$ cat src/rtl/ps2_host_tx_pkg.sv
// Shared definitions for the PS/2 host-to-device transmitter: FSM states,
// well-known command bytes and cycle-count helpers derived from the clock rate.
package ps2_host_tx_pkg;

    typedef enum logic [2:0] {
        ST_IDLE,
        ST_INHIBIT,
        ST_REQ,
        ST_DATA,
        ST_ACK,
        ST_WAITIDLE,
        ST_ERR
    } txState_t;

    localparam logic [7:0] PS2_CMD_LED   = 8'hED;
    localparam logic [7:0] PS2_CMD_RESET = 8'hFF;
    localparam logic [7:0] PS2_ACK       = 8'hFA;

    // 64-bit product so that large clock rates times long intervals cannot overflow.
    function automatic int unsigned usToCycles(input int unsigned clkHz, input int unsigned us);
        logic [63:0] prod;
        prod = {32'd0, clkHz} * {32'd0, us};
        prod = prod / 64'd1000000;
        return prod[31:0];
    endfunction

    function automatic int unsigned maxOf(input int unsigned a, input int unsigned b);
        return (a > b) ? a : b;
    endfunction

endpackage

$ cat src/rtl/ps2_host_tx_line_filter.sv
// Two-flop synchroniser plus a run-length filter for one raw PS/2 pin.
// The filtered level only moves after FILTER_LEN consecutive agreeing samples.
module ps2_line_filter #(
    parameter int unsigned FILTER_LEN = 8
) (
    input  logic clk,
    input  logic rst,
    input  logic i_line,
    output logic o_level
);

    localparam int unsigned CNT_W = $clog2(FILTER_LEN + 1);

    logic [1:0]       r_sync;
    logic [CNT_W-1:0] r_cnt;
    logic             r_level;

    // Idle bus is high, so everything resets to 1 to avoid a spurious fall.
    always_ff @(posedge clk) begin
        if (rst) begin
            r_sync  <= 2'b11;
            r_cnt   <= '0;
            r_level <= 1'b1;
        end else begin
            r_sync <= {r_sync[0], i_line};
            if (r_sync[1] == r_level) begin
                r_cnt <= '0;
            end else if (r_cnt == CNT_W'(FILTER_LEN - 1)) begin
                r_level <= r_sync[1];
                r_cnt   <= '0;
            end else begin
                r_cnt <= r_cnt + CNT_W'(1);
            end
        end
    end

    assign o_level = r_level;

endmodule

$ cat src/rtl/ps2_host_tx.sv
// PS/2 host-to-device transmitter: inhibits the bus, requests to send, then
// shifts one command byte out on device clock falls and checks the ack bit.
module ps2_host_tx
    import ps2_host_tx_pkg::*;
#(
    parameter int unsigned CLK_HZ      = 12000000,
    parameter int unsigned INHIBIT_US  = 120,
    parameter int unsigned START_TO_MS = 15,
    parameter int unsigned FRAME_TO_MS = 2,
    parameter int unsigned FILTER_LEN  = 8
) (
    input  logic       clk,
    input  logic       rst,
    input  logic [7:0] tx_data,
    input  logic       tx_valid,
    output logic       tx_ready,
    output logic       busy,
    output logic       tx_done,
    output logic       tx_error,
    input  logic       ps2clk_in,
    input  logic       ps2data_in,
    output logic       ps2clk_oe,
    output logic       ps2data_oe
);

    localparam int unsigned INHIBIT_CYC = usToCycles(CLK_HZ, INHIBIT_US);
    localparam int unsigned START_CYC   = usToCycles(CLK_HZ, START_TO_MS * 1000);
    localparam int unsigned FRAME_CYC   = usToCycles(CLK_HZ, FRAME_TO_MS * 1000);
    localparam int unsigned MAX_CYC     = maxOf(maxOf(INHIBIT_CYC, START_CYC), FRAME_CYC);
    localparam int unsigned TIMER_W     = $clog2(MAX_CYC + 1);

    localparam logic [TIMER_W-1:0] INHIBIT_LAST = TIMER_W'(INHIBIT_CYC - 1);
    localparam logic [TIMER_W-1:0] INHIBIT_PEN  = TIMER_W'(INHIBIT_CYC - 2);
    localparam logic [TIMER_W-1:0] START_LAST   = TIMER_W'(START_CYC - 1);
    localparam logic [TIMER_W-1:0] FRAME_LAST   = TIMER_W'(FRAME_CYC - 1);

    txState_t           r_state;
    logic [TIMER_W-1:0] r_timer;
    logic [3:0]         r_bitCnt;
    logic [8:0]         r_shift;
    logic               r_ackOk;
    logic               r_clkPrev;
    logic               r_ready;
    logic               r_busy;
    logic               r_done;
    logic               r_error;
    logic               r_clkOe;
    logic               r_dataOe;

    logic               w_clkLevel;
    logic               w_dataLevel;
    logic               w_clkFall;
    logic               w_timeout;
    logic [TIMER_W-1:0] w_timerNext;

    ps2_line_filter #(.FILTER_LEN(FILTER_LEN)) u_clkFilter (
        .clk     (clk),
        .rst     (rst),
        .i_line  (ps2clk_in),
        .o_level (w_clkLevel)
    );

    ps2_line_filter #(.FILTER_LEN(FILTER_LEN)) u_dataFilter (
        .clk     (clk),
        .rst     (rst),
        .i_line  (ps2data_in),
        .o_level (w_dataLevel)
    );

    assign w_clkFall   = r_clkPrev & ~w_clkLevel;
    assign w_timerNext = (r_timer == '1) ? r_timer : r_timer + TIMER_W'(1);
    // Checked ahead of the state logic so a timeout beats a coincident clock fall.
    assign w_timeout   = ((r_state == ST_REQ) && (r_timer == START_LAST)) ||
                         (((r_state == ST_DATA) || (r_state == ST_ACK) ||
                           (r_state == ST_WAITIDLE)) && (r_timer == FRAME_LAST));

    always_ff @(posedge clk) begin
        if (rst) begin
            r_state   <= ST_IDLE;
            r_timer   <= '0;
            r_bitCnt  <= '0;
            r_shift   <= '0;
            r_ackOk   <= 1'b0;
            r_clkPrev <= 1'b1;
            r_ready   <= 1'b1;
            r_busy    <= 1'b0;
            r_done    <= 1'b0;
            r_error   <= 1'b0;
            r_clkOe   <= 1'b0;
            r_dataOe  <= 1'b0;
        end else begin
            r_clkPrev <= w_clkLevel;
            r_done    <= 1'b0;
            r_error   <= 1'b0;
            if (w_timeout) begin
                r_clkOe  <= 1'b0;
                r_dataOe <= 1'b0;
                r_state  <= ST_ERR;
            end else begin
                case (r_state)
                    ST_IDLE: begin
                        if (tx_valid && r_ready) begin
                            r_shift  <= {~^tx_data, tx_data};
                            r_timer  <= '0;
                            r_bitCnt <= '0;
                            r_clkOe  <= 1'b1;
                            r_busy   <= 1'b1;
                            r_ready  <= 1'b0;
                            r_state  <= ST_INHIBIT;
                        end
                    end
                    // The start bit goes out in the final inhibit cycle.
                    ST_INHIBIT: begin
                        if (r_timer == INHIBIT_LAST) begin
                            r_clkOe <= 1'b0;
                            r_timer <= '0;
                            r_state <= ST_REQ;
                        end else begin
                            r_timer <= w_timerNext;
                            if (r_timer == INHIBIT_PEN) begin
                                r_dataOe <= 1'b1;
                            end
                        end
                    end
                    ST_REQ: begin
                        if (w_clkFall) begin
                            r_dataOe <= ~r_shift[0];
                            r_shift  <= r_shift >> 1;
                            r_bitCnt <= 4'd1;
                            r_timer  <= '0;
                            r_state  <= ST_DATA;
                        end else begin
                            r_timer <= w_timerNext;
                        end
                    end
                    // Shift register holds data then parity; fall 10 releases for stop.
                    ST_DATA: begin
                        r_timer <= w_timerNext;
                        if (w_clkFall) begin
                            r_bitCnt <= r_bitCnt + 4'd1;
                            if (r_bitCnt == 4'd9) begin
                                r_dataOe <= 1'b0;
                                r_state  <= ST_ACK;
                            end else begin
                                r_dataOe <= ~r_shift[0];
                                r_shift  <= r_shift >> 1;
                            end
                        end
                    end
                    ST_ACK: begin
                        r_timer <= w_timerNext;
                        if (w_clkFall) begin
                            r_bitCnt <= r_bitCnt + 4'd1;
                            r_ackOk  <= ~w_dataLevel;
                            r_state  <= ST_WAITIDLE;
                        end
                    end
                    ST_WAITIDLE: begin
                        r_timer <= w_timerNext;
                        if (w_clkLevel && w_dataLevel) begin
                            r_done  <= r_ackOk;
                            r_error <= ~r_ackOk;
                            r_busy  <= 1'b0;
                            r_ready <= 1'b1;
                            r_state <= ST_IDLE;
                        end
                    end
                    ST_ERR: begin
                        r_error <= 1'b1;
                        r_busy  <= 1'b0;
                        r_ready <= 1'b1;
                        r_state <= ST_IDLE;
                    end
                    default: begin
                        r_state <= ST_IDLE;
                    end
                endcase
            end
        end
    end

    assign tx_ready   = r_ready;
    assign busy       = r_busy;
    assign tx_done    = r_done;
    assign tx_error   = r_error;
    assign ps2clk_oe  = r_clkOe;
    assign ps2data_oe = r_dataOe;

endmodule
$ cat config.mk
export PLATFORM = sky130hd
export DESIGN_NAME = ps2_host_tx
export DESIGN_NICKNAME = d
export VERILOG_FILES = /design/src/rtl/ps2_host_tx_pkg.sv /design/src/rtl/ps2_host_tx_line_filter.sv /design/src/rtl/ps2_host_tx.sv
export SDC_FILE = /design/constraint.sdc
export NUM_CORES = 1
export LEC_CHECK = 0
export ABC_AREA = 1
export CELL_PAD_IN_SITES_DETAIL_PLACEMENT = 0
export CELL_PAD_IN_SITES_GLOBAL_PLACEMENT = 1
export CORE_ASPECT_RATIO = 0.9
export CORE_MARGIN = 4
export CORE_UTILIZATION = 46
export CTS_CLUSTER_SIZE = 12
export DETAILED_ROUTE_END_ITERATION = 6
export PLACE_DENSITY = 0.95
export REMOVE_ABC_BUFFERS = 1
export SYNTH_ARGS = -nofsm -noshare
export SYNTH_HDL_FRONTEND = slang
export SYNTH_SLANG_ARGS = --single-unit
$ cat constraint.sdc
create_clock -name clk -period 2.9 [get_ports clk]
set_input_delay 0.725 -clock clk [delete_from_list [all_inputs] [get_ports clk]]
set_output_delay 0.725 -clock clk [all_outputs]
set_load 0.05 [all_outputs]
==> impl_metrics.py <==
metrics = {
    "clock_network": {
        "htreeDepth": 2,
        "clk_latency_ps": 320,
        "cts.hold.buffers_added": 0,
        "post-cts-setup-buffers": 0,
        "cts.repair.resized": 0,
        "clockBufferDepth": 2,
        "clk_pin_slew_ps": 110,
        "cts.sinks": 56,
        "cts_made_buffers": 5,
        "cts_tree": "built",
        "cts_root_buf": "clkbuf_8",
    },
    "power": {
        "p_int_mw": 1.46,
        "comb_power_share": 0.468,
        "vdd_drop_max_mv": 0.346,
        "swShare": 0.455,
        "seq_power_share": 0.359,
        "p_switching_mw": 1.22,
        "leakagePower_nw": 1.61,
        "p_per_area_nw_per_um2": 733,
        "clock_power_share": 0.172,
    },
    "place": {
        "place.gp.congestion": 0.932,
        "dpl.hpwl_um": 5340,
        "portBuffers": 18,
        "dp_cells": 604,
        "pre_cts_ws_ps": 496,
        "postPlaceCellArea_um2": 3550,
    },
    "finish": {
        "area_delta_synth_final_pct": 10.0,
        "fin_area_um2": 3650,
        "layout-drive-gt1-share": 0.104,
        "nNetsFinal": 537,
        "antenna_cells": 0,
        "instances_no_fill": 612,
        "final_core_util": 0.518,
    },
    "critical_path": {
        "crit_buf_inv": 2,
        "crit_type": "flop to flop",
        "cp-endpoint": "r_timer[9]",
        "required_ps": 3130,
        "cp_top_family": "simple AND/OR/NAND/NOR gates",
        "reg2regPathDepth": 12,
        "rr_startpoint": "r_timer[0]",
        "startpoint_type": "flop",
        "crit_start": "r_timer[0]",
        "rrSetupSlack_ps": 560,
        "worstPathCellList": "ha_1 -> inv_1 -> nor2_4 -> nand2_4 -> nor2_4 -> nand4_2 -> nand2_1 -> nor2_1 -> nand2_1 -> nand2_1 -> inv_1 -> nor2_1",
        "cp_slowest_stage_delay_ps": 460,
        "path_depth": 12,
        "crit_slowest_cell": "dfxtp_1",
        "endpoint_kind": "flop",
        "path_common_cell": "nand2_1",
        "cp.arrival_ps": 2570,
        "r2r_end": "r_timer[9]",
        "crit_fanout": 11,
    },
    "global_routing": {
        "grt_usage": 0.171,
        "grt_max_degree": 20,
        "grt_pass1_vias": 2569,
        "grt_pass1_wl_um": 12200,
        "antenna_found_initial": 0,
        "grt_overflow": 0,
    },
    "routing": {
        "wl_per_cell_um": 11.6,
        "routed_wl_um": 7090,
        "dr.first_iter.drc_count": 145,
        "wl_met3_um": 259,
        "ant_nets": 0,
        "route.detailed.drc": 0,
        "routed_via_density": 4.85,
        "wl_met1_um": 3660,
        "routed.top_layer": "met4",
        "vias": 2971,
        "firstDrtPassIters": 5,
        "wl_met2_um": 3120,
    },
    "job": {
        "maxCapViolCount": 0,
    },
    "synth": {
        "syn_area_um2": 3320,
        "synth_cell_types": 37,
        "seq_area_frac_synth": 0.338,
        "synth_commonest_cells": "nand2_1, nor2_1, inv_1, dfxtp_1, nand3_1",
        "synth_area_per_cell_um2": 6.62,
        "synth-edff-count": 0,
        "yosys-top-cells-area": "dfxtp_1, nand2_1, nor2_1",
        "yosysMostFrequentCell": "nand2_1",
        "async_flop_share": 0,
        "syn_inst": 501,
        "ys_seq_elements": 56,
        "yosysTopAreaCell": "dfxtp_1",
        "ys_warn_count": 0,
        "synth_ff_type": "dfxtp_1",
        "netlist.area_leader.share": 0.338,
    },
    "die": {
        "die_width_um": 97.5,
        "num_rows": 29,
        "core-area_um2": 7040,
        "die_area_um2": 8640,
        "pin_count": 19,
        "start_util": 0.471,
        "die_h_um": 88.6,
    },
    "sta": {
        "tightest_slew_ps": 486,
        "fin_crit_sh": 0.807,
        "hold_violations": 0,
        "setup-tns-final_ps": 0,
        "skew_ps": 5.91,
        "min_period_ps": 2340,
        "fmax_mhz": 427,
        "final_max_slew_viol_count": 0,
        "setup_violations": 0,
        "setup_slack_ps": 560,
        "rsz0062_at_grt": "false",
        "max_slew_margin": 0.673,
    },
    "min_path": {
        "holdCritPathClass": "flop to flop",
    },
    "run_status": {
        "outcome": "completed",
    },
}
through the flow:
| step | power (mW) | hold WS, ps |
|---|---|---|
| global route | 2.91 | 449 |
| global placement | 2.21 | 392 |
| CTS | 2.69 | 422 |
| floorplan | 1.92 | 389 |
| detailed placement | 2.23 | 396 |
| finish | 2.68 | 418 |
logic make-up after synthesis:
| kind of cell | synth area share |
|---|---|
| AO/OA/AOI/OAI | 0.0785 |
| buffers and inverters | 0.104 |
| AND/OR/NAND/NOR | 0.428 |
| flip-flops | 0.338 |
| XOR/XNOR | 0.0290 |
| adder cells (fa/ha/maj) | 0.0226 |
worst min-delay path by stage:
stage | from | end | cells past startpoint
6_report | u_dataFilter.r_sync[0] | u_dataFilter.r_sync[1] | 1
4_1_cts | u_dataFilter.r_sync[0] | u_dataFilter.r_sync[1] | 1
5_1_grt | u_dataFilter.r_sync[0] | u_dataFilter.r_sync[1] | 1
3_5_place_dp | u_dataFilter.r_sync[0] | u_dataFilter.r_sync[1] | 1
2_1_floorplan | u_clkFilter.r_sync[0] | u_clkFilter.r_sync[1] | 1
3_3_place_gp | u_dataFilter.r_sync[0] | u_dataFilter.r_sync[1] | 1
layer usage:
layer	vias to the layer above	global-route usage
li1	1599	-
met5	-	0
met1	1327	0.238
met2	43	0.273
met3	2	0.0378
met4	0	0.0390
layout by cell type, fill, tap and decap left out, drive strengths merged:
cell type and count:
a21oi 21, a31oi 1, buf 3, clkbuf 5, clkdlybuf4s50 18, clkinv 2, clkinvlp 1, dfxtp 56
ha 6, inv 68, nand2 145, nand3 29, nand3b 4, nand4 10, nor2 93, nor3 9
nor3b 2, nor4 2, o211a 1, o211ai 2, o21a 1, o21ai 21, o21bai 1, or2 7
xnor2 6, xor2 5
state kept, by name (all words and copies together), names as in the netlist, 2 cells and up:
| signal | flops |
|---|---|
| u_clkFilter.r_sync | 2 |
| r_state | 3 |
| u_dataFilter.r_cnt | 4 |
| r_timer | 18 |
| r_bitCnt | 4 |
| u_dataFilter.r_sync | 2 |
| u_clkFilter.r_cnt | 4 |
| r_shift | 9 |
power by group through the flow:
stage	clock network [mW]	logic (mW)	registers (mW)
2_1_floorplan	0	0.861	1.06
3_3_place_gp	0	1.24	0.976
3_5_place_dp	0	1.25	0.978
4_1_cts	0.475	1.26	0.960
5_1_grt	0.510	1.43	0.977
6_report	0.461	1.25	0.961
final cells by class:
type                            instances  area (µm²)
Clock buffer                            5        68.8
Clock inverter                          3        27.5
Fill cell                             742        3390
Inverter                               68         260
Multi-Input combinational cell        366        1850
Sequential cell                        56        1120
Tap cell                               93         116
Timing Repair Buffer                   21         203
Power figures use the tool's default switching activity.
